<file path="config.mk">
export PLATFORM = sky130hd
export DESIGN_NAME = axi_lite_master_flat
export DESIGN_NICKNAME = d
export VERILOG_FILES = /design/src/rtl/axi_lite_master_if.sv /design/src/rtl/axi_lite_master.sv /design/src/flat_wrapper.sv
export SDC_FILE = /design/constraint.sdc
export NUM_CORES = 1
export LEC_CHECK = 0
export CAP_MARGIN = 40
export CORE_MARGIN = 4
export CORE_UTILIZATION = 40
export CTS_CLUSTER_DIAMETER = 100
export CTS_CLUSTER_SIZE = 8
export DETAILED_ROUTE_END_ITERATION = 16
export PLACE_DENSITY = 0.85
export SLEW_MARGIN = 20
export SYNTH_ARGS = -nofsm -noshare
export SYNTH_HDL_FRONTEND = slang
export SYNTH_SLANG_ARGS = --single-unit
</file>
<file path="constraint.sdc">
create_clock -name clk -period 1.8 [get_ports clk]
set_clock_uncertainty 0.15 [all_clocks]
set_input_delay 0.36 -clock clk [delete_from_list [all_inputs] [get_ports clk]]
set_output_delay 0.36 -clock clk [all_outputs]
set_load 0.005 [all_outputs]
</file>
<file path="src/rtl/axi_lite_master_if.sv">
// ============================================================================
// axi_lite_if : AXI4-Lite channel bundle (AW/W/B/AR/R) with master/slave views
// Rev 1.0
// ============================================================================
`default_nettype none

interface axi_lite_if #(
   parameter int ADDR_W = 32,
   parameter int DATA_W = 32
);
   logic                  awvalid;
   logic                  awready;
   logic [ADDR_W-1:0]     awaddr;
   logic                  wvalid;
   logic                  wready;
   logic [DATA_W-1:0]     wdata;
   logic [DATA_W/8-1:0]   wstrb;
   logic                  bvalid;
   logic                  bready;
   logic [1:0]            bresp;
   logic                  arvalid;
   logic                  arready;
   logic [ADDR_W-1:0]     araddr;
   logic                  rvalid;
   logic                  rready;
   logic [DATA_W-1:0]     rdata;
   logic [1:0]            rresp;

   modport master (
      output awvalid, awaddr, wvalid, wdata, wstrb, bready, arvalid, araddr, rready,
      input  awready, wready, bvalid, bresp, arready, rvalid, rdata, rresp
   );

   modport slave (
      input  awvalid, awaddr, wvalid, wdata, wstrb, bready, arvalid, araddr, rready,
      output awready, wready, bvalid, bresp, arready, rvalid, rdata, rresp
   );
endinterface

`default_nettype wire

</file>
<file path="src/rtl/axi_lite_master.sv">
// ============================================================================
// axi_lite_master : single-outstanding bridge from core load/store pulses to AXI4-Lite
// Rev 1.0
// ============================================================================
`default_nettype none

module axi_lite_master #(
   parameter int ADDR_W = 32,
   parameter int DATA_W = 32
) (
   input  logic                clk,
   input  logic                reset_n,
   input  logic                req_valid,
   output logic                req_ready,
   input  logic                req_we,
   input  logic [ADDR_W-1:0]   req_addr,
   input  logic [DATA_W-1:0]   req_wdata,
   input  logic [DATA_W/8-1:0] req_wstrb,
   output logic                rsp_valid,
   output logic [DATA_W-1:0]   rsp_rdata,
   output logic                rsp_err,
   axi_lite_if.master          m
);

   typedef enum logic [2:0] {
      IDLE    = 3'd0,
      RD_ADDR = 3'd1,
      RD_DATA = 3'd2,
      WR_REQ  = 3'd3,
      WR_RESP = 3'd4
   } state_t;

   state_t                state;
   logic                  aw_pend;
   logic                  w_pend;
   logic [ADDR_W-1:0]     addr_q;
   logic [DATA_W-1:0]     wdata_q;
   logic [DATA_W/8-1:0]   wstrb_q;

   assign req_ready = (state == IDLE);

   // Every AXI valid/ready is a pure decode of registers, so the async reset
   // drops them immediately and no slave input can loop back combinationally.
   assign m.arvalid = (state == RD_ADDR);
   assign m.rready  = (state == RD_DATA);
   assign m.awvalid = (state == WR_REQ) && aw_pend;
   assign m.wvalid  = (state == WR_REQ) && w_pend;
   assign m.bready  = (state == WR_RESP);
   assign m.araddr  = addr_q;
   assign m.awaddr  = addr_q;
   assign m.wdata   = wdata_q;
   assign m.wstrb   = wstrb_q;

   always_ff @(posedge clk or negedge reset_n) begin
      if (!reset_n) begin
         state     <= IDLE;
         aw_pend   <= 1'b0;
         w_pend    <= 1'b0;
         addr_q    <= '0;
         wdata_q   <= '0;
         wstrb_q   <= '0;
         rsp_valid <= 1'b0;
         rsp_rdata <= '0;
         rsp_err   <= 1'b0;
      end else begin
         rsp_valid <= 1'b0;
         case (state)
            IDLE: begin
               if (req_valid) begin
                  addr_q  <= req_addr;
                  wdata_q <= req_wdata;
                  wstrb_q <= req_wstrb;
                  if (req_we) begin
                     aw_pend <= 1'b1;
                     w_pend  <= 1'b1;
                     state   <= WR_REQ;
                  end else begin
                     state   <= RD_ADDR;
                  end
               end
            end
            RD_ADDR: begin
               if (m.arready) state <= RD_DATA;
            end
            RD_DATA: begin
               if (m.rvalid) begin
                  rsp_rdata <= m.rdata;
                  rsp_err   <= (m.rresp != 2'b00);
                  rsp_valid <= 1'b1;
                  state     <= IDLE;
               end
            end
            WR_REQ: begin
               // A channel that already finished has valid low, so its ready is ignored.
               if (aw_pend && m.awready) aw_pend <= 1'b0;
               if (w_pend && m.wready)   w_pend  <= 1'b0;
               if ((!aw_pend || m.awready) && (!w_pend || m.wready))
                  state <= WR_RESP;
            end
            WR_RESP: begin
               if (m.bvalid) begin
                  rsp_rdata <= '0;
                  rsp_err   <= (m.bresp != 2'b00);
                  rsp_valid <= 1'b1;
                  state     <= IDLE;
               end
            end
            default: state <= IDLE;
         endcase
      end
   end

endmodule

`default_nettype wire

</file>
<file path="src/flat_wrapper.sv">
// flat-port wrapper written by rule: the top's interface ports become plain ports
module axi_lite_master_flat 
#(
   parameter int ADDR_W = 32,
   parameter int DATA_W = 32
)
  (clk, reset_n, req_valid, req_ready, req_we, req_addr, req_wdata, req_wstrb, rsp_valid, rsp_rdata, rsp_err, m_awvalid, m_awaddr, m_wvalid, m_wdata, m_wstrb, m_bready, m_arvalid, m_araddr, m_rready, m_awready, m_wready, m_bvalid, m_bresp, m_arready, m_rvalid, m_rdata, m_rresp);
  axi_lite_if #(.ADDR_W(ADDR_W), .DATA_W(DATA_W)) m_i ();
  input  logic clk;
  input  logic reset_n;
  input  logic req_valid;
  output logic req_ready;
  input  logic req_we;
  input  logic [ADDR_W-1:0] req_addr;
  input  logic [DATA_W-1:0] req_wdata;
  input  logic [DATA_W/8-1:0] req_wstrb;
  output logic rsp_valid;
  output logic [DATA_W-1:0] rsp_rdata;
  output logic rsp_err;
  output wire logic [$bits(m_i.awvalid)-1:0] m_awvalid;
  output wire logic [$bits(m_i.awaddr)-1:0] m_awaddr;
  output wire logic [$bits(m_i.wvalid)-1:0] m_wvalid;
  output wire logic [$bits(m_i.wdata)-1:0] m_wdata;
  output wire logic [$bits(m_i.wstrb)-1:0] m_wstrb;
  output wire logic [$bits(m_i.bready)-1:0] m_bready;
  output wire logic [$bits(m_i.arvalid)-1:0] m_arvalid;
  output wire logic [$bits(m_i.araddr)-1:0] m_araddr;
  output wire logic [$bits(m_i.rready)-1:0] m_rready;
  input wire logic [$bits(m_i.awready)-1:0] m_awready;
  input wire logic [$bits(m_i.wready)-1:0] m_wready;
  input wire logic [$bits(m_i.bvalid)-1:0] m_bvalid;
  input wire logic [$bits(m_i.bresp)-1:0] m_bresp;
  input wire logic [$bits(m_i.arready)-1:0] m_arready;
  input wire logic [$bits(m_i.rvalid)-1:0] m_rvalid;
  input wire logic [$bits(m_i.rdata)-1:0] m_rdata;
  input wire logic [$bits(m_i.rresp)-1:0] m_rresp;
  assign m_awvalid = m_i.awvalid;
  assign m_awaddr = m_i.awaddr;
  assign m_wvalid = m_i.wvalid;
  assign m_wdata = m_i.wdata;
  assign m_wstrb = m_i.wstrb;
  assign m_bready = m_i.bready;
  assign m_arvalid = m_i.arvalid;
  assign m_araddr = m_i.araddr;
  assign m_rready = m_i.rready;
  assign m_i.awready = m_awready;
  assign m_i.wready = m_wready;
  assign m_i.bvalid = m_bvalid;
  assign m_i.bresp = m_bresp;
  assign m_i.arready = m_arready;
  assign m_i.rvalid = m_rvalid;
  assign m_i.rdata = m_rdata;
  assign m_i.rresp = m_rresp;
  axi_lite_master #(.ADDR_W(ADDR_W), .DATA_W(DATA_W)) u_core (.clk(clk), .reset_n(reset_n), .req_valid(req_valid), .req_ready(req_ready), .req_we(req_we), .req_addr(req_addr), .req_wdata(req_wdata), .req_wstrb(req_wstrb), .rsp_valid(rsp_valid), .rsp_rdata(rsp_rdata), .rsp_err(rsp_err), .m(m_i));
endmodule
</file>
; After elaboration in Yosys (flattened, before gate mapping)
; Cells that the tools add are included.
[totals]
regBits = 107
output_inout_bits = 140
input_bits = 113
word_cells = 62
[classes]
n_mux = 22
eq_ne = 12
reduce_logical = 19
[op_table]
columns = op, count
row1 = 2-to-1 mux 32 bit, 2
row2 = case mux 32 bit (2 select lines), 1
row3 = 2-to-1 mux 3 bit, 5
row4 = case mux 3 bit (5 select lines), 1
row5 = 2-to-1 mux 1 bit, 8
row6 = "inequality test 2 x 1 -> 1 bit, second input constant", 4
row7 = "inequality test 2 bit, second input constant", 4
row8 = case mux 1 bit (2 select lines), 4
row9 = AND reduction 4 bit, 2
row10 = nonzero test 2 bit, 4
row11 = "== test 3 x 2 -> 1 bit, second input constant", 2
row12 = logical AND 1 bit, 5
row13 = AND reduction 5 bit, 1
row14 = "== test 3 x 1 -> 1 bit, second input constant", 1
row15 = "== test 3 bit, second input constant", 1
row16 = zero test 3 bit, 1
row17 = AND reduction 3 bit, 1
row18 = zero test 1 bit, 2
row19 = logical OR 1 bit, 2
row20 = 2-to-1 mux 2 bit, 1
row21 = AND reduction 2 bit, 1

; Logic depth before layout (Yosys ltp)
; Gate-level depths: netlist of run 1.
[logic_depth]
word_depth = 5
ltp_mapped = 6
mapped_depth_nobuf = 3

; Worst setup path after synthesis of run 1
; No wires, ideal clock.
[synth_timing]
path_type = register to output
start = register u_core.state[1]
end = output m_bready
path_stages_with_launch = 6
t_arrival_ns = 1.242
n_path_buf = 3
required_time_ns = 1.290
slack_ns = 0.048
path_cell_list = dfrtp_1 -> buf_6 -> or3b_1 -> buf_6 -> buf_4 -> inv_1
[synth_between]
elab_chain_len = 1
[synth_lines]
columns = item, line
row1 = from (decl), axi_lite_master.sv:33  ; state_t state;
row2 = from (signal assigned), axi_lite_master.sv:56  ; state <= IDLE;
row3 = from (signal assigned), axi_lite_master.sv:76  ; state <= WR_REQ;
row4 = from (signal assigned), axi_lite_master.sv:78  ; state <= RD_ADDR;
row5 = == test 3 bit, axi_lite_master.sv:48  ; assign m.bready = (state == WR_RESP);
row6 = to (decl), flat_wrapper.sv:25  ; output wire logic [$bits(m_i.bready)-1:0] m_bready;
; No other way between the ends.

; Worst setup path in the final report of run 1
[layout_timing]
start = register u_core.state[1]
end = output m_awvalid
[layout_between]
elab_chain_len = 2
[layout_lines]
columns = item, line
row1 = == test 3 x 2 -> 1 bit, axi_lite_master.sv:46  ; assign m.awvalid = (state == WR_REQ) && aw_pend;
row2 = logical AND 1 bit, axi_lite_master.sv:46
row3 = to (decl), flat_wrapper.sv:20  ; output wire logic [$bits(m_i.awvalid)-1:0] m_awvalid;
; No other way between the ends.

==> results of run 1 <==
==> area by class of cell <==
class,count,share of cell area [%]
timing repair buffer,296,38.0
inverter,34,1.55
sequential,107,32.4
tap,168,2.55
clock buffer,10,2.89
clock inverter,6,1.35
multi-input combinational,165,21.2
==> synthesized netlist by cell type (all sizes together) <==
library cell / count
nand2b: 1
mux2i: 33
o31ai: 1
nor2: 4
dfrtp: 107
a221oi: 1
a22o: 2
nor3b: 1
nand3b: 2
nor3: 2
and2: 3
nor2b: 2
and3b: 1
o2bb2ai: 1
a21oi: 3
nand3: 1
nand2: 34
a211o: 1
mux2: 70
o211ai: 1
inv: 34
or3b: 1
buf: 50
==> report_power, final <==
| part | switching, mW | leakage, nW | internal (mW) |
|---|---|---|---|
| Combinational | 2.47 | 2.41 | 5.49 |
| Clock | 0.887 | 0.169 | 1.40 |
| Sequential | 0.810 | 1.26 | 3.65 |
==> metal layers <==
metal	vias to the layer above	global-route usage (%)	wire, um
met1	1811	22.3	5680
met3	23	4.57	880
met2	152	33.6	7360
li1	1655	-	-
met4	0	7.37	327
met5	-	0	0
==> worst reg2reg max path, cell delays in order (launching register included) <==
cell	delay [ns]
dfrtp_1	0.39
buf_6	0.14
nor3_4	0.19
and2_4	0.21
buf_12	0.16
clkbuf_16	0.18
mux2_4	0.30
==> flip-flops by register name (all words and copies together), names as in the netlist <==
signal,count
u_core.rsp_valid,1
u_core.rsp_err,1
u_core.aw_pend,1
u_core.w_pend,1
u_core.m.wdata,32
u_core.m.araddr,32
u_core.rsp_rdata,32
u_core.state,3
u_core.m.wstrb,4
==> worst min path at each step <==
stage                                       to  slack (ns)  cells past startpoint
2_1_floorplan       u_core.aw_pend$_DFFE_PN0P_       -0.09                      0
3_3_place_gp   u_core.m.araddr[27]$_DFFE_PN0P_        0.16                      1
3_5_place_dp     u_core.m.wdata[0]$_DFFE_PN0P_        0.17                      1
4_1_cts          u_core.m.wdata[0]$_DFFE_PN0P_        0.35                      2
5_1_grt         u_core.m.wdata[29]$_DFFE_PN0P_        0.37                      1
6_report         u_core.m.wdata[0]$_DFFE_PN0P_        0.35                      2
==> repair_timing <==
| action | CTS | global route |
|---|---|---|
| buffers inserted | 4 | 13 |
| gates resized for setup | 40 | 10 |
| gates cloned | 4 | 5 |
| setup endpoints to repair | 66 | 107 |
| endpoints found under the hold margin | 24 | 0 |
| pin swaps | 5 | 3 |
| hold buffers | 1 | 0 |
==> logic make-up after synthesis <==
kind of cell	count (synthesis)	share of synthesized area, %
multiplexers	103	27.5
buffers and inverters	84	11.9
AND/OR/NAND/NOR	52	5.30
AO/OA/AOI/OAI	10	1.83
flip-flops	107	53.5
==> through the flow <==
step | util, % | worst slack [ns]
after floorplan | - | 0.0481
after global placement | 61.7 | -0.123
after detailed placement | 61.7 | -0.147
after CTS | 66.1 | -0.0459
after global routing | 68.2 | -0.0835
final | 68.2 | -0.0277
==> impl_metrics.ini, run 1 <==
[outcome]
status = finished, violations left
violations = setup timing

[floorplanning]
chipHeight_um = 120
start_util_pct = 41.3
rows = 40
ios = 253
core_region_area_mm2 = 0.0121
die_w_um = 120
dieArea_mm2 = 0.0144

[setup_path]
cp.depth = 4
crit_path_end_kind = output port
crit_buf_inv = 2
startpoint = u_core.state[1]$_DFFE_PN0P_
worstSetupPathType = register to output port
reg2regPathDepth = 6
rr_startpoint = u_core.state[1]$_DFFE_PN0P_
r2r_setup_slack_ns = -0.02
path_cells = buf_6 > and3b_1 > and2_1 > buf_2
max_stage_delay_ns = 0.39
arrival_ns = 1.32
slowest_stage = dfrtp_1
crit_end = m_awvalid
cp_top_family = flip-flops
cp_max_fo = 5
crit_required_ns = 1.29
cp-start-kind = register
rr_endpoint = u_core.m.wdata[5]$_DFFE_PN0P_

[job]
drv_cap = 0

[detailed_routing]
drt_pre_antenna_iters = 4
vias_per_cell = 4.63
antenna_left = 0
vias = 3641
drtIter0Drc = 131
finalWirelength_um = 14200
drcViolationCount = 0
detail_route.wl_per_cell_um = 18.1

[sta]
finalCritPeriodShare_pct = 102
fin_tns_setup_ns = -0.484
max_freq_mhz = 547
slew_headroom_pct = 72.7
rsz0062_at_grt = true
post-route-min-period_ns = 1.83
hold_viol_final = 0
whs_ns = 0.346
tightest_slew_ns = 0.409
report.final.slew_viol_count = 0
setup_slack_ns = -0.0277
setup_viol = 39

[cells_and_area]
postLayoutCellArea_mm2 = 0.00826
post_route_cells_drive_above_1_share_pct = 23.8
final_common_cell = clkdlybuf4s50_1
layout_common_cells = clkdlybuf4s50_1, dfrtp_1, mux2_4
register_area_mm2 = 0.00268
fillers = 834
layout.cells.non_filler = 786
diodes = 0
finalNetCount = 726
multi_input_area_mm2 = 0.00175
area_growth_syn_to_layout_pct = 65.1

[grt]
grt_usage_pct = 19.0
grt_pass1_vias = 3898
overflow = 0
grt_max_degree = 52
antenna_found_initial = 0
grt_pass1_wl_um = 21300

[yosys]
yosysTopAreaCellShare_pct = 53.5
yosys.area.top_type = dfrtp_1
synthesis.nets = 469
synthCells = 356
yosysWarnings = 0
avgSynthCellArea_um2 = 14.1
seq_area_frac_synth_pct = 53.5
syn_area_mm2 = 0.00500
ys_top_cells_by_area = dfrtp_1, mux2_4, mux2i_1
synth.distinct_cells = 30
synth.ff_latch_count = 107

[min_path]
hp-class = input pin to async pin

[placed_design]
place_hpwl_um = 9940
place_congestion = 0.774
place_area_mm2 = 0.00748
port_buffers = 252
dp_cells = 744

[power]
p_leak_nw = 3.83
power_density_mw_per_mm2 = 1780
p_total_mw = 14.7
vdd_drop_max_v = 0.000743

[clock_network]
numCtsBuffers = 9
insertion_delay_ns = 0.34
clk_pin_slew_ns = 0.07
cts.htree.levels = 3
cts_tree = done
cts_sinks = 107
clk_path_buf_depth = 2
cts_root_buf = clkbuf_16
Power figures use the tool's default switching activity.
==> run 2, diff against run 1 <==
CELL_PAD_IN_SITES_DETAIL_PLACEMENT = 0   (was not set)
CELL_PAD_IN_SITES_GLOBAL_PLACEMENT = 2   (was not set)
CORE_UTILIZATION = 25   (was 40)
PLACE_DENSITY = 0.86   (was 0.85)
==> run 2 against run 1 <==
  * Utilization decreased by 24 points
  * Routed wire length increased by 12%
  * Non-clock buffer count increased by 47
  * Final cell count increased by 18%
  * Highest routed layer unchanged
  * Sequential power about the same
  * Via count increased by 3.9%
  * Fmax decreased by 10%
  * Worst setup slack got worse by 0.20 ns
  * The flow still finishes with violations (setup timing)
==> impl_metrics.ini, run 2 (synthesis gave the netlist of run 1 again) <==
[sta]
slew_headroom_pct = 66.7
fin_tns_setup_ns = -14.67
setup_slack_ns = -0.231
setup_viol = 87
rsz0062_at_grt = true
whs_ns = 0.361
report.final.slew_viol_count = 0
tightest_slew_ns = 0.499
finalCritPeriodShare_pct = 113
max_freq_mhz = 492
post-route-min-period_ns = 2.03
hold_viol_final = 0

[setup_path]
arrival_ns = 2.12
cp-start-kind = register
max_stage_delay_ns = 0.43
crit_required_ns = 1.89
cp_max_fo = 12
worstSetupPathType = register to register
crit_path_end_kind = register
cpMostUsedCell = buf_6
slowest_stage = dfrtp_1
rr_startpoint = u_core.state[0]$_DFFE_PN0P_
path_cells = buf_6 > buf_6 > nor3_4 > buf_6 > and2_4 > buf_12 > mux2_4
startpoint = u_core.state[0]$_DFFE_PN0P_

[outcome]
violations = setup timing
status = finished, violations left

[detailed_routing]
detail_route.wl_per_cell_um = 17.1
drcViolationCount = 0
drtIter0Drc = 63
antenna_left = 0
vias = 3783
vias_per_cell = 4.06
drt_pre_antenna_iters = 4
finalWirelength_um = 16000

[floorplanning]
chipHeight_um = 149
core_region_area_mm2 = 0.0196
rows = 51
ios = 253
start_util_pct = 25.5
dieArea_mm2 = 0.0223
die_w_um = 149

[cells_and_area]
post_route_cells_drive_above_1_share_pct = 29.9
fin_util_pct = 44.5
final_common_cell = clkdlybuf4s50_1
diodes = 0
layout_common_cells = clkdlybuf4s50_1, dfrtp_1, mux2_4
postLayoutCellArea_mm2 = 0.00872
area_growth_syn_to_layout_pct = 74.2
finalNetCount = 774

[clock_network]
cts_tree = done
cts_root_buf = clkbuf_16
clk_path_buf_depth = 2
numCtsBuffers = 9
cts.htree.levels = 3
cts_sinks = 107
insertion_delay_ns = 0.35
clk_pin_slew_ns = 0.09

[grt]
grt_usage_pct = 13.2
overflow = 0
antenna_found_initial = 0
grt_max_degree = 35
grt_pass1_wl_um = 22800
grt_pass1_vias = 4001

[min_path]
hp-class = input pin to async pin

[placed_design]
port_buffers = 252
place_hpwl_um = 10900
place_congestion = 0.742
place_area_mm2 = 0.00764

[power]
vdd_drop_max_v = 0.000683
p_leak_nw = 4.22
power_density_mw_per_mm2 = 1720

[job]
drv_cap = 0
## run 2: worst paths after layout
kind	end	slack, ns	cells after the start
worst max-delay path	u_core.m.wdata[1]$_DFFE_PN0P_	-0.23	7
worst min-delay path	u_core.m.araddr[16]$_DFFE_PN0P_	0.36	2
worst max register to register	u_core.m.wdata[1]$_DFFE_PN0P_	-0.23	7
worst min register to register	u_core.m.wdata[3]$_DFFE_PN0P_	0.36	1
max in group asynchronous	u_core.m.araddr[11]$_DFFE_PN0P_	0.56	3
min in group clk	u_core.m.wdata[3]$_DFFE_PN0P_	0.36	1
## run 2: layout make-up
| class | count | area (um^2) |
|---|---|---|
| well taps | 265 | 332 |
| repair buffers | 343 | 3500 |
| fillers | 1798 | 10900 |
| flip-flops and latches | 107 | 2680 |
| clock buffers | 9 | 225 |
| inverters | 34 | 128 |
| multi-input cells | 166 | 1770 |
| clock inverters | 7 | 88.8 |
## run 2: through the flow
step | instances | worst slack [ns] | total power [mW]
after CTS | 894 | -0.264 | 14.6
after floorplan | 356 | 0.0481 | 8.07
after global placement | 850 | -0.160 | 11.6
final | 931 | -0.231 | 15.0
after global routing | 931 | -0.285 | 15.9
after detailed placement | 850 | -0.220 | 11.7
## run 2: critical path: cells and delay by family, from the launching register on
kind,cells,cell delay (ns)
buffers and inverters,4,0.57
and+or+nand+nor,2,0.45
muxes,1,0.31
DFF,1,0.43
## run 2: timing repair
item / CTS / global route
endpoints found under the setup margin: 98 / 138
endpoints found under the hold margin: 28 / 0
resized for setup: 64 / 45
setup buffers: 24 / 36
pin swaps: 3 / 7
hold buffers: 1 / 0
cloned: 4 / 4
## run 2: power by group
part           internal [mW]  switching, mW
Combinational           5.84           2.67
Clock                   1.01           1.07
Sequential              3.65          0.776
Total                   10.5           4.52
## run 2: metal layers
layer	vias to the layer above	part of all wire, %	global-route usage, %
met3	14	6.4	2.67
met1	1873	40	15.9
met4	0	1.7	4.85
met5	-	0	0
li1	1752	-	-
met2	144	52	23.3
